[src/rtl/vga_timing_gen.sv]
// VGA 640x480@60 timing: pixel coordinates, sync/blank and colour to the pins one pixel period after DrawX/DrawY, plus a per-frame tick.
// Free-running with no backpressure; defining TEST_PATTERN_EN adds test_sel, which switches the colour source to vertical bars.
module vga_timing_gen #(
   parameter int H_ACTIVE = 640,
   parameter int H_FP     = 16,
   parameter int H_SYNC   = 96,
   parameter int H_BP     = 48,
   parameter int V_ACTIVE = 480,
   parameter int V_FP     = 10,
   parameter int V_SYNC   = 2,
   parameter int V_BP     = 33,
   parameter int CLK_DIV  = 2
) (
   input  logic       Clk,
   input  logic       Reset_n,
`ifdef TEST_PATTERN_EN
   input  logic       test_sel,
`endif
   input  logic [7:0] Red_in,
   input  logic [7:0] Green_in,
   input  logic [7:0] Blue_in,
   output logic [9:0] DrawX,
   output logic [9:0] DrawY,
   output logic       pixel_en,
   output logic       hs,
   output logic       vs,
   output logic       blank_n,
   output logic [7:0] VGA_R,
   output logic [7:0] VGA_G,
   output logic [7:0] VGA_B,
   output logic       frame_tick
);

   localparam int H_TOTAL = H_ACTIVE + H_FP + H_SYNC + H_BP;
   localparam int V_TOTAL = V_ACTIVE + V_FP + V_SYNC + V_BP;
   localparam int DIV_W   = $clog2(CLK_DIV);

   localparam logic [DIV_W-1:0] DIV_LAST   = DIV_W'(CLK_DIV - 1);
   localparam logic [9:0]       H_LAST     = 10'(H_TOTAL - 1);
   localparam logic [9:0]       V_LAST     = 10'(V_TOTAL - 1);
   localparam logic [9:0]       H_ACT      = 10'(H_ACTIVE);
   localparam logic [9:0]       V_ACT      = 10'(V_ACTIVE);
   localparam logic [9:0]       V_ACT_LAST = 10'(V_ACTIVE - 1);
   localparam logic [9:0]       HS_FIRST   = 10'(H_ACTIVE + H_FP);
   localparam logic [9:0]       HS_LAST    = 10'(H_ACTIVE + H_FP + H_SYNC - 1);
   localparam logic [9:0]       VS_FIRST   = 10'(V_ACTIVE + V_FP);
   localparam logic [9:0]       VS_LAST    = 10'(V_ACTIVE + V_FP + V_SYNC - 1);

   logic [DIV_W-1:0] div_q, div_d;
   logic             pix_q, pix_d;
   logic [9:0]       x_q, x_d;
   logic [9:0]       y_q, y_d;
   logic             hs_q, hs_d;
   logic             vs_q, vs_d;
   logic             blank_q, blank_d;
   logic [7:0]       r_q, r_d;
   logic [7:0]       g_q, g_d;
   logic [7:0]       b_q, b_d;
   logic             tick_q, tick_d;

   logic             active;
   logic [7:0]       src_r, src_g, src_b;

   always_comb begin
      div_d = (div_q == DIV_LAST) ? '0 : div_q + DIV_W'(1);
      // Registered strobe is high exactly while div_q sits at its last count.
      pix_d = (div_d == DIV_LAST);

      x_d = x_q;
      y_d = y_q;
      if (pix_q) begin
         if (x_q == H_LAST) begin
            x_d = 10'd0;
            y_d = (y_q == V_LAST) ? 10'd0 : y_q + 10'd1;
         end else begin
            x_d = x_q + 10'd1;
         end
      end
   end

   always_comb begin
      src_r = Red_in;
      src_g = Green_in;
      src_b = Blue_in;
`ifdef TEST_PATTERN_EN
      if (test_sel) begin
         src_r = {8{x_q[8]}};
         src_g = {8{x_q[7]}};
         src_b = {8{x_q[6]}};
      end
`endif
   end

   always_comb begin
      active  = (x_q < H_ACT) && (y_q < V_ACT);
      hs_d    = hs_q;
      vs_d    = vs_q;
      blank_d = blank_q;
      r_d     = r_q;
      g_d     = g_q;
      b_d     = b_q;
      if (pix_q) begin
         hs_d    = !((x_q >= HS_FIRST) && (x_q <= HS_LAST));
         vs_d    = !((y_q >= VS_FIRST) && (y_q <= VS_LAST));
         blank_d = active;
         r_d     = active ? src_r : 8'd0;
         g_d     = active ? src_g : 8'd0;
         b_d     = active ? src_b : 8'd0;
      end
      // Lands on the same edge that moves the counters to the first blank line.
      tick_d = pix_q && (x_q == H_LAST) && (y_q == V_ACT_LAST);
   end

   always_ff @(posedge Clk) begin
      if (!Reset_n) begin
         div_q   <= '0;
         pix_q   <= 1'b0;
         x_q     <= 10'd0;
         y_q     <= 10'd0;
         hs_q    <= 1'b1;
         vs_q    <= 1'b1;
         blank_q <= 1'b0;
         r_q     <= 8'd0;
         g_q     <= 8'd0;
         b_q     <= 8'd0;
         tick_q  <= 1'b0;
      end else begin
         div_q   <= div_d;
         pix_q   <= pix_d;
         x_q     <= x_d;
         y_q     <= y_d;
         hs_q    <= hs_d;
         vs_q    <= vs_d;
         blank_q <= blank_d;
         r_q     <= r_d;
         g_q     <= g_d;
         b_q     <= b_d;
         tick_q  <= tick_d;
      end
   end

   assign DrawX      = x_q;
   assign DrawY      = y_q;
   assign pixel_en   = pix_q;
   assign hs         = hs_q;
   assign vs         = vs_q;
   assign blank_n    = blank_q;
   assign VGA_R      = r_q;
   assign VGA_G      = g_q;
   assign VGA_B      = b_q;
   assign frame_tick = tick_q;

endmodule

[config.mk]
export PLATFORM = sky130hd
export DESIGN_NAME = vga_timing_gen
export DESIGN_NICKNAME = d
export VERILOG_FILES = /design/src/rtl/vga_timing_gen.sv
export SDC_FILE = /design/constraint.sdc
export NUM_CORES = 1
export LEC_CHECK = 0
export CORE_AREA = 2 2 79 62
export DETAILED_ROUTE_END_ITERATION = 10
export DIE_AREA = 0 0 81 64
export GPL_TIMING_DRIVEN = 0
export PLACE_DENSITY = 0.9
export SETUP_SLACK_MARGIN = 0.05
export SYNTH_ARGS = -nofsm -noshare
export SYNTH_HDL_FRONTEND = slang
export SYNTH_SLANG_ARGS = --single-unit
[constraint.sdc]
create_clock -name Clk -period 2.75 [get_ports Clk]
set_clock_uncertainty 0.05 [all_clocks]
set_input_delay 0.55 -clock Clk [delete_from_list [all_inputs] [get_ports Clk]]
set_output_delay 0.55 -clock Clk [all_outputs]
set_load 0.02 [all_outputs]
# Word-level counts from Yosys, hierarchy flattened
# Index checks and enable logic that the tools add are counted.
# word_totals
wordCells	37
output_inout_bits	49
register_bits	49
in_bits	26
# classes
n_reduce_logical	9
n_addsub	3
n_eq_ne	3
mux	5
magnitude_cmp	6
bitwise_logic	1
# op_table
cell	count
2-to-1 mux 8 bit	3
adder 10 x 1 -> 10 bit (second input constant)	2
equality test 10 bit (second input constant)	2
2-to-1 mux 10 bit	2
equality test 10 x 9 -> 1 bit (second input constant)	1
greater-or-equal comparator 10 bit (second input constant)	1
greater-or-equal comparator 10 x 9 -> 1 bit (second input constant)	1
less-or-equal comparator 10 bit (second input constant)	1
less-or-equal comparator 10 x 9 -> 1 bit (second input constant)	1
< comparator 10 bit (second input constant)	1
< comparator 10 x 9 -> 1 bit (second input constant)	1
logical AND 1 bit	5
logical NOT 1 bit	2
AND reduction 2 bit	1
OR reduction 2 bit	1
adder 1 bit (second input constant)	1
NOT 1 bit	1

# Longest topological paths before layout
# Gate-level depths: netlist (run 1).
# depth
ltp_word	3
mapped_depth	7
ltp_nobuf	6

# Worst setup path before layout (run 1)
# OpenSTA, ideal clock, no wires.
# synth_timing
path_type	register to register
start	register x_q[0] (netlist: DrawX[0])
end	register y_q[5] (netlist: DrawY[5])
setup_slack_ns	0.820
t_required_ns	2.585
synth_period_minus_slack_ns	1.930
arrival_ns	1.765
stages_incl_launch_ff	7
n_path_buf	1
path_cell_list	dfxtp_1 ha_1 and4_1 nand4_1 buf_2 o21ai_2 o21ba_2
# synth_between
elab_chain_cells	2
# synth_lines
element	line	rtl
start: declaration	51	logic [9:0] x_q, x_d;
start signal: assignment	118	x_q <= 10'd0;
start signal: assignment	130	x_q <= x_d;
equality test 10 bit	72	if (x_q == H_LAST) begin
AND reduction 2 bit (no line)	-	
end signal: assignment	131	y_q <= y_d;
end: declaration	52	logic [9:0] y_q, y_d;
# Every way passes these cells.
# A chain may end at the register's enable or synchronous reset.

==> out/results.ini, run 1 <==
[worst_setup_path]
slowest_stage_cell_cp = sky130_fd_sc_hd__clkdlybuf4s50_1
timing.rr.start = DrawX[0]
data_arrival_time_of_the_critical_path_ns = 2.32
cp-startpoint = Reset_n
crit_type = primary input to flop
path_cells = clkdlybuf4s50_1, clkbuf_1, nor2b_1, buf_2, clkbuf_1, a22o_1
critical-path-top-delay-family = buffers and inverters
timing.critical_path.required_ns = 2.95
critical_path.endpoint_type = flop
critical_path.max_stage_delay_ns = 0.47
critPathLaunchType = primary input
timing.critical_path.fanout_max = 10
worstPathBufferInverterCount = 4
critical_path.most_common_cell = sky130_fd_sc_hd__clkbuf_1

[logic_synthesis]
post_synth.cell_area_avg_um2 = 10.05
seq_area_frac_synth_pct = 50.32
synth.yosys.warnings = 0
syn_inst = 194
synth_enable_flop_cells = 0
synth-seq-cells = 49
postSynth.topFlopCell = sky130_fd_sc_hd__dfxtp_1
synthesis.nets = 224
synthesis.area_mm2 = 0.001949
synthArstFlopShare_pct = 0
cell_variety_after_synth = 36

[drt]
antenna_left = 0
final_wirelength_um = 4653
dr.pass1.iters = 4
detailedRoute.firstIterationViolations = 84
viasPerCell = 5.240
via_count = 1745
detail_route.wl_per_cell_um = 13.97
post-route-drc-count = 0

[cts]
postCtsSetupRepairBufs = 0
cts.repair.resized = 0
cts-buffers-inserted = 5
hold_bufs_inserted_after_cts = 0
ctsRootBufferMaster = sky130_fd_sc_hd__clkbuf_8
clock_insertion_delay_worst_skew_ns = 0.30
clkSinkCount = 49
cts_buffer_depth = 2
path_clk_slew_ns = 0.09
tritoncts = built
cts_htree_levels = 2

[grt]
antenna_found_initial = 0
grt_max_degree = 16
grt_use_total_pct = 18.38
grt_pass1_wl_um = 7486
via_count_of_the_first_global_routing_pass = 1617
gr-total-overflow = 0

[floorplanning]
fp.coreArea_mm2 = 0.004362
ios = 75
die_area_mm2 = 0.005184
start_util_pct = 44.69
row_count = 21
fp.dieW_um = 81
die_h_um = 64

[power_and_ir_drop]
power_internal_mw = 1.014
worst_ir_drop_vdd_v = 0.0003531
netSwitchingFraction_pct = 24.97
share_comb_of_total_power_pct = 13.1
clockPowerShare_pct = 31.2
sequentialPowerShare_pct = 55.7
power.leakage_nw = 1.038
power_density_mw_per_mm2 = 474.1
power_switching_mw = 0.3373

[finish]
drive_above_1_share_pct = 6.522
mostFrequentLayoutCells = sky130_fd_sc_hd__clkdlybuf4s50_1 (74), sky130_fd_sc_hd__dfxtp_1 (49), sky130_fd_sc_hd__a22o_1 (24), sky130_fd_sc_hd__nand2_1 (10), sky130_fd_sc_hd__nor2_1 (10)
fin_nets = 305
syn2layout_area_growth_pct = 46.15
mostFrequentLayoutCell = sky130_fd_sc_hd__clkdlybuf4s50_1
insertedDiodeCount = 0
finish.instance_area_mm2 = 0.002849

[sta]
setup_violations = 0
timing.final.crit_period_ns = 2.124
fin_crit_sh_pct = 77.22
worst_slew_pin_slew_ns = 0.4424
setup_tns_ns = 0
worst_slew_margin_rel_pct = 70.38
fmaxAchievable_ghz = 0.4709
timing.final.hold_violations = 0
finalMaxSlewViolations = 0
rsz0062_at_grt = no

[place]
place.detailed.hpwl_um = 3426
place_area_mm2 = 0.002761
routability_driven_placement_congestion_ratio = 0.8479
place.port_buffers = 74

[min_path]
holdCritStartpoint = hs
min-delay-path-class = flop to flop

[job]
maxCapViolations = 0

[status]
outcome = complete, no violations

cells by family (layout without fill, tap and decap cells):
kind of cell / Yosys count / after routing / synth area share, %
AND/OR/NAND/NOR: 65 / 65 / 20.03
buffers and inverters: 18 / 100 / 4.236
flip-flops: 49 / 49 / 50.32
multiplexers: 1 / 1 / 0.5135
adder cells (fa/ha/maj): 4 / 4 / 2.567
AO/OA/AOI/OAI: 47 / 47 / 17.84
XOR/XNOR: 10 / 10 / 4.493
worst paths after layout:
kind | to | depth (start not counted) | slack (ns)
max | VGA_G[5] | 6 | 0.63
max reg2reg | DrawY[5] | 6 | 0.65
min | hs | 2 | 0.41
min reg2reg | hs | 2 | 0.41
sequential cells by signal (all words and copies together) (netlist names):
name / flops
VGA_B: 8
VGA_G: 8
DrawX: 10
VGA_R: 8
hs: 1
pixel_en: 1
blank_n: 1
DrawY: 10
vs: 1
frame_tick: 1
layer usage:
metal | track usage [%] | share of wire (%)
met5 | 0 | 0
met4 | 4.449 | 0.62
met2 | 28.72 | 46
met3 | 5.791 | 6.9
met1 | 24.69 | 46
synthesized netlist by cell type (2+ instances only):
master                      n  share of area (%)
sky130_fd_sc_hd__nor2_1    10                1.9
sky130_fd_sc_hd__nand4_1    9                2.9
sky130_fd_sc_hd__or3_1      6                1.9
sky130_fd_sc_hd__xor2_1     3                1.3
sky130_fd_sc_hd__nand2_1   10                1.9
sky130_fd_sc_hd__buf_2      6                1.5
sky130_fd_sc_hd__nor4b_4    2                2.4
sky130_fd_sc_hd__nor3_1     6                1.5
sky130_fd_sc_hd__o21ai_0    8                2.1
sky130_fd_sc_hd__inv_1      6                1.2
sky130_fd_sc_hd__a22o_1    24                 11
sky130_fd_sc_hd__dfxtp_1   49                 50
sky130_fd_sc_hd__and4_1     3                1.3
sky130_fd_sc_hd__xnor2_1    7                3.1
sky130_fd_sc_hd__and3_1     2               0.64
sky130_fd_sc_hd__clkbuf_1   4               0.77
sky130_fd_sc_hd__a21oi_1    8                2.1
sky130_fd_sc_hd__ha_1       4                2.6
sky130_fd_sc_hd__nand3_1    7                1.8
sky130_fd_sc_hd__and2_1     4                1.3
area by class of cell:
cell class                 instances  area (µm²)
clock buffer                       6       72.57
fill                             394        1513
clock inverter                     2       15.01
inverter                           6       22.52
tap                               57       71.32
multi-input combinational        127       885.9
timing repair buffer              74       740.7
buffer                            12       60.06
sequential                        49       980.9
power groups by stage:
stage / Combinational (mW) / Clock (mW) / Sequential, mW
floorplan: 0.0470 / 0 / 0.798
global placement: 0.175 / 0 / 0.767
detailed placement: 0.178 / 0 / 0.768
CTS: 0.179 / 0.430 / 0.752
global route: 0.190 / 0.458 / 0.756
finish: 0.177 / 0.422 / 0.752
tightest hold or removal path, cell delays in order (launching register included):
cell and delay (ns):
sky130_fd_sc_hd__dfxtp_1 0.31, sky130_fd_sc_hd__inv_1 0.05, sky130_fd_sc_hd__a21oi_1 0.05
through the flow:
stage	hold WS (ns)	utilization [%]	cells	power, mW	setup slack [ns]
after global placement	0.3838	63.31	325	0.9426	0.3060
after global routing	0.4296	65.32	333	1.403	0.4395
after detailed placement	0.4018	63.31	325	0.9461	0.3117
after floorplan	0.4722	-	194	0.8454	0.8202
final	0.4093	65.32	333	1.351	0.6264
after CTS	0.4167	65.32	333	1.361	0.6111
Note: power is estimated with default switching activity, not from simulation.
==> run 2, diff against run 1 <==
--- a/config.mk
+++ b/config.mk
@@ -5,11 +5,11 @@
 export SDC_FILE = /design/constraint.sdc
 export NUM_CORES = 1
 export LEC_CHECK = 0
-export CORE_AREA = 2 2 79 62
+export CORE_AREA = 2 2 81 64
 export DETAILED_ROUTE_END_ITERATION = 10
-export DIE_AREA = 0 0 81 64
+export DIE_AREA = 0 0 83 66
 export GPL_TIMING_DRIVEN = 0
-export PLACE_DENSITY = 0.9
+export PLACE_DENSITY = 0.86
 export SETUP_SLACK_MARGIN = 0.05
 export SYNTH_ARGS = -nofsm -noshare
 export SYNTH_HDL_FRONTEND = slang
==> constraint.sdc (replaced) <==
create_clock -name Clk -period 2.2 [get_ports Clk]
set_clock_uncertainty 0.05 [all_clocks]
set_input_delay 0.44 -clock Clk [delete_from_list [all_inputs] [get_ports Clk]]
set_output_delay 0.44 -clock Clk [all_outputs]
set_load 0.02 [all_outputs]
==> run 2 against run 1 <==
  * Clock power increased by 47%
  * Routed wire length increased by 3.3%
  * Setup slack got worse by 0.52 ns
  * Combinational power increased by 26%
  * Sequential cell count unchanged
  * Die area up 5.7%
  * Hold slack improved by 0.0072 ns
  * Core utilization is 4.2 points lower
  * Total power increased by 32%
  * Largest cell class unchanged
  * Via count increased by 0.80%
  * Global-route usage decreased by 0.72 points
==> out/results.ini, run 2 (synthesized netlist as in run 1, its figures left out) <==
[status]
outcome = complete, no violations

[grt]
gr-total-overflow = 0
grt_pass1_wl_um = 7734
via_count_of_the_first_global_routing_pass = 1637
grt_max_degree = 15
antenna_found_initial = 0
grt_use_total_pct = 17.66

[job]
maxCapViolations = 0

[floorplanning]
die_area_mm2 = 0.005478
fp.dieW_um = 83
row_count = 22
ios = 75
start_util_pct = 41.41
die_h_um = 66
fp.coreArea_mm2 = 0.004707

[sta]
rsz0062_at_grt = yes
setup_violations = 0
finalMaxSlewViolations = 0
fmaxAchievable_ghz = 0.4766
holdWs_ns = 0.4165
setup_tns_ns = 0
fin_crit_sh_pct = 95.37
timing.final.hold_violations = 0
worst_slew_margin_rel_pct = 68.69
timing.final.crit_period_ns = 2.098
worst_slew_pin_slew_ns = 0.4696

[cts]
ctsRootBufferMaster = sky130_fd_sc_hd__clkbuf_8
cts-buffers-inserted = 5
clock_insertion_delay_worst_skew_ns = 0.30
path_clk_slew_ns = 0.09
clkSinkCount = 49
cts_htree_levels = 2
cts_buffer_depth = 2
tritoncts = built

[drt]
final_wirelength_um = 4808
antenna_left = 0
viasPerCell = 5.251
detail_route.wl_per_cell_um = 14.35
via_count = 1759
post-route-drc-count = 0
dr.pass1.iters = 4
detailedRoute.firstIterationViolations = 67

[power_and_ir_drop]
power_density_mw_per_mm2 = 619.8
power.leakage_nw = 1.059
fin_total_pwr_mw = 1.784
worst_ir_drop_vdd_v = 0.0003362

[place]
place_area_mm2 = 0.002765
place.detailed.hpwl_um = 3472
place.port_buffers = 74
routability_driven_placement_congestion_ratio = 0.8891

[finish]
mostFrequentLayoutCells = sky130_fd_sc_hd__clkdlybuf4s50_1 (74), sky130_fd_sc_hd__dfxtp_1 (48), sky130_fd_sc_hd__a22o_1 (24), sky130_fd_sc_hd__nand2_1 (10), sky130_fd_sc_hd__nor2_1 (10)
mostFrequentLayoutCell = sky130_fd_sc_hd__clkdlybuf4s50_1
insertedDiodeCount = 0
finish.instance_area_mm2 = 0.002879
fin_nets = 305
drive_above_1_share_pct = 7.273
syn2layout_area_growth_pct = 47.69

[worst_setup_path]
critical_path.endpoint_type = flop
path_cells = clkdlybuf4s50_1, clkbuf_1, nor2b_1, buf_2, clkbuf_1, a22o_1
timing.critical_path.fanout_max = 10
crit_type = primary input to flop
critPathLaunchType = primary input
slowest_stage_cell_cp = sky130_fd_sc_hd__clkdlybuf4s50_1
critical_path.max_stage_delay_ns = 0.47
timing.critical_path.required_ns = 2.39
data_arrival_time_of_the_critical_path_ns = 2.29
critical_path.most_common_cell = sky130_fd_sc_hd__clkbuf_1

[min_path]
min-delay-path-class = flop to flop

## run 2: cell types whose count changed in the layout (fill, tap and decap cells not counted), sizes merged
| cell | before | now |
|---|---|---|
| clkinvlp | 2 | 0 |
| bufinv | 0 | 1 |
| buf | 8 | 7 |
| clkinv | 0 | 1 |
## run 2: per-stage QoR
stage                     instances  setup slack [ns]  utilization [%]
after floorplan                 194            0.2702                -
after global placement          328           -0.1519            58.75
after detailed placement        328           -0.1839            58.75
after CTS                       335           0.09167            60.95
after global routing            335           0.02125            61.16
final                           335            0.1019            61.16
## run 2: area by class of cell
cell class              instances  area, µm²
fillers                       427       1828
plain buffers                  12      61.31
clock buffers                   5      68.82
multi-input cells             127      893.4
repair buffers                 74      740.7
well taps                      60      75.07
clock inverters                 2      35.03
flip-flops and latches         49      982.2
inverters                       6      22.52
## run 2: timing repair
action | in CTS | in global routing
buffers inserted | 0 | 0
gates resized for setup | 0 | 3
hold buffers | 0 | 0
setup endpoints to repair | 0 | 12
## run 2: critical path, delay by kind of cell
kind,cells,cell delay [ns]
compound gates,1,0.21
simple gates,1,0.18
buf+inv,4,1.45
## run 2: worst paths after layout
path,from,to,slack (ns),cells past startpoint
setup reg to reg,DrawX[0],DrawX[3],0.20,7
setup / recovery,Reset_n,VGA_G[5],0.10,6
hold reg to reg,blank_n,blank_n,0.42,1
hold / removal,blank_n,blank_n,0.42,1
## run 2: layer usage
metal	part of all wire (%)	track usage (%)	wire length [µm]	vias to the layer above
met4	1.2	5.328	57	0
met1	45	23.00	2172	828
met3	7.2	6.242	345	7
met5	0	0	0	-
li1	-	-	-	864
met2	46	27.72	2232	60
## run 2: power by group
part	switching [mW]	total (mW)	internal [mW]
logic	0.0990	0.223	0.124
clock network	0.289	0.620	0.331
registers	0.0216	0.941	0.920
total	0.410	1.78	1.37
==> run 3, diff against run 2 <==
==> constraint.sdc (replaced) <==
create_clock -name Clk -period 2.1 [get_ports Clk]
set_clock_uncertainty 0.05 [all_clocks]
set_input_delay 0.42 -clock Clk [delete_from_list [all_inputs] [get_ports Clk]]
set_output_delay 0.42 -clock Clk [all_outputs]
set_load 0.02 [all_outputs]
==> run 3 against run 2 <==
  * Clock power is 4.8% higher
  * Total power up 4.9%
  * Clock-buffer cell count unchanged
  * Largest cell class unchanged
==> out/results.ini, run 3 (synthesized netlist as in run 1, its figures left out) <==
[status]
outcome = complete, no violations

[worst_setup_path]
crit_type = flop to output port
critical_path.endpoint_type = output port
timing.critical_path.required_ns = 1.63
worstPathBufferInverterCount = 1
critical-path-top-delay-family = buffers and inverters
critPathLaunchType = flop
data_arrival_time_of_the_critical_path_ns = 1.48
critical_path.max_stage_delay_ns = 0.67
path_cells = clkdlybuf4s50_1
slowest_stage_cell_cp = sky130_fd_sc_hd__clkdlybuf4s50_1
timing.critical_path.fanout_max = 8

[place]
routability_driven_placement_congestion_ratio = 0.8891
place.detailed.hpwl_um = 3472
place_area_mm2 = 0.002765
place.port_buffers = 74

[finish]
finish.instance_area_mm2 = 0.002890
syn2layout_area_growth_pct = 48.27
insertedDiodeCount = 0
final_util_pct = 61.40
fin_nets = 305
mostFrequentLayoutCells = sky130_fd_sc_hd__clkdlybuf4s50_1 (74), sky130_fd_sc_hd__dfxtp_1 (47), sky130_fd_sc_hd__a22o_1 (24), sky130_fd_sc_hd__nor2_1 (10)
mostFrequentLayoutCell = sky130_fd_sc_hd__clkdlybuf4s50_1
drive_above_1_share_pct = 8.727

[power_and_ir_drop]
fin_total_pwr_mw = 1.871
power_switching_mw = 0.4299
power.leakage_nw = 1.067
sequentialPowerShare_pct = 52.7
share_comb_of_total_power_pct = 12.5
netSwitchingFraction_pct = 22.98
power_internal_mw = 1.441
clockPowerShare_pct = 34.7
worst_ir_drop_vdd_v = 0.0003531
power_density_mw_per_mm2 = 647.3

[cts]
cts_htree_levels = 2
hold_bufs_inserted_after_cts = 0
cts_buffer_depth = 2
tritoncts = built
clock_insertion_delay_worst_skew_ns = 0.30
clkSinkCount = 49
cts-buffers-inserted = 5
ctsRootBufferMaster = sky130_fd_sc_hd__clkbuf_8
path_clk_slew_ns = 0.09

[sta]
fin_crit_sh_pct = 92.81
fmaxAchievable_ghz = 0.5131
holdWs_ns = 0.4156
setup_violations = 0
timing.final.hold_violations = 0
timing.final.crit_period_ns = 1.949
rsz0062_at_grt = no
finalMaxSlewViolations = 0
worst_slew_margin_rel_pct = 67.84
worst_slew_pin_slew_ns = 0.4824

[drt]
via_count = 1754
post-route-drc-count = 0
final_wirelength_um = 4812
dr.pass1.iters = 4
viasPerCell = 5.236
detail_route.wl_per_cell_um = 14.36
detailedRoute.firstIterationViolations = 57
antenna_left = 0

[floorplanning]
ios = 75
fp.dieW_um = 83
die_h_um = 66
fp.coreArea_mm2 = 0.004707
start_util_pct = 41.41
die_area_mm2 = 0.005478
row_count = 22

[grt]
grt_use_total_pct = 17.83
via_count_of_the_first_global_routing_pass = 1657
antenna_found_initial = 0
grt_max_degree = 15
grt_pass1_wl_um = 7803
gr-total-overflow = 0

[min_path]
min-delay-path-class = flop to flop

[job]
maxCapViolations = 0

==> run 3: changes by cell type in the layout (fill, tap and decap cells not counted) <==
cell                       change
sky130_fd_sc_hd__nand2_1       -1
sky130_fd_sc_hd__and4_1        -1
sky130_fd_sc_hd__buf_4         +1
sky130_fd_sc_hd__o21ai_0       -1
sky130_fd_sc_hd__buf_2         -1
sky130_fd_sc_hd__dfxtp_2       +1
sky130_fd_sc_hd__nand2_2       +1
sky130_fd_sc_hd__and4_2        +1
sky130_fd_sc_hd__clkbuf_4      +1
sky130_fd_sc_hd__dfxtp_1       -1
sky130_fd_sc_hd__o21ai_1       +1
sky130_fd_sc_hd__clkbuf_1      -1
==> run 3: final timing paths <==
check | from | end | slack [ns] | depth (start not counted)
max | DrawX[6] | DrawX[6] | 0.15 | 1
min | blank_n | blank_n | 0.42 | 1
max reg2reg | DrawX[0] | DrawY[5] | 0.20 | 6
min reg2reg | blank_n | blank_n | 0.42 | 1
==> run 3: per-layer routing <==
metal | part of all wire [%] | GRT usage (%) | vias up | wire [µm]
li1 | - | - | 862 | -
met1 | 46 | 23.15 | 833 | 2231
met2 | 46 | 27.82 | 52 | 2212
met3 | 6.5 | 6.242 | 7 | 311
met4 | 1.2 | 5.943 | 0 | 57
met5 | 0 | 0 | - | 0
==> run 3: final cells by class <==
class	count	area (µm²)
Multi-Input combinational cell	127	897.1
Tap cell	60	75.07
Inverter	6	22.52
Clock inverter	2	35.03
Timing Repair Buffer	74	740.7
Fill cell	423	1817
Clock buffer	5	68.82
Sequential cell	49	983.4
Buffer	12	67.56
==> run 3: power by group through the flow <==
stage	clock network, mW	registers (mW)	logic (mW)
floorplan	0	1.05	0.0616
global placement	0	1.00	0.230
detailed placement	0	1.01	0.235
CTS	0.658	0.985	0.237
global route	0.702	0.991	0.250
finish	0.650	0.986	0.235
==> run 3: repair_timing <==
action                     4_1_cts  5_1_grt
gates resized for setup          2       10
setup buffers                    0        0
setup endpoints to repair        2       26
==> run 3: stage by stage <==
step                setup TNS (ns)  cells  worst slack (ns)
CTS                              0    335           0.01883
global route                     0    335           0.05392
floorplan                        0    194            0.1702
finish                           0    335            0.1510
detailed placement          -4.656    328           -0.2639
global placement            -4.140    328           -0.2319
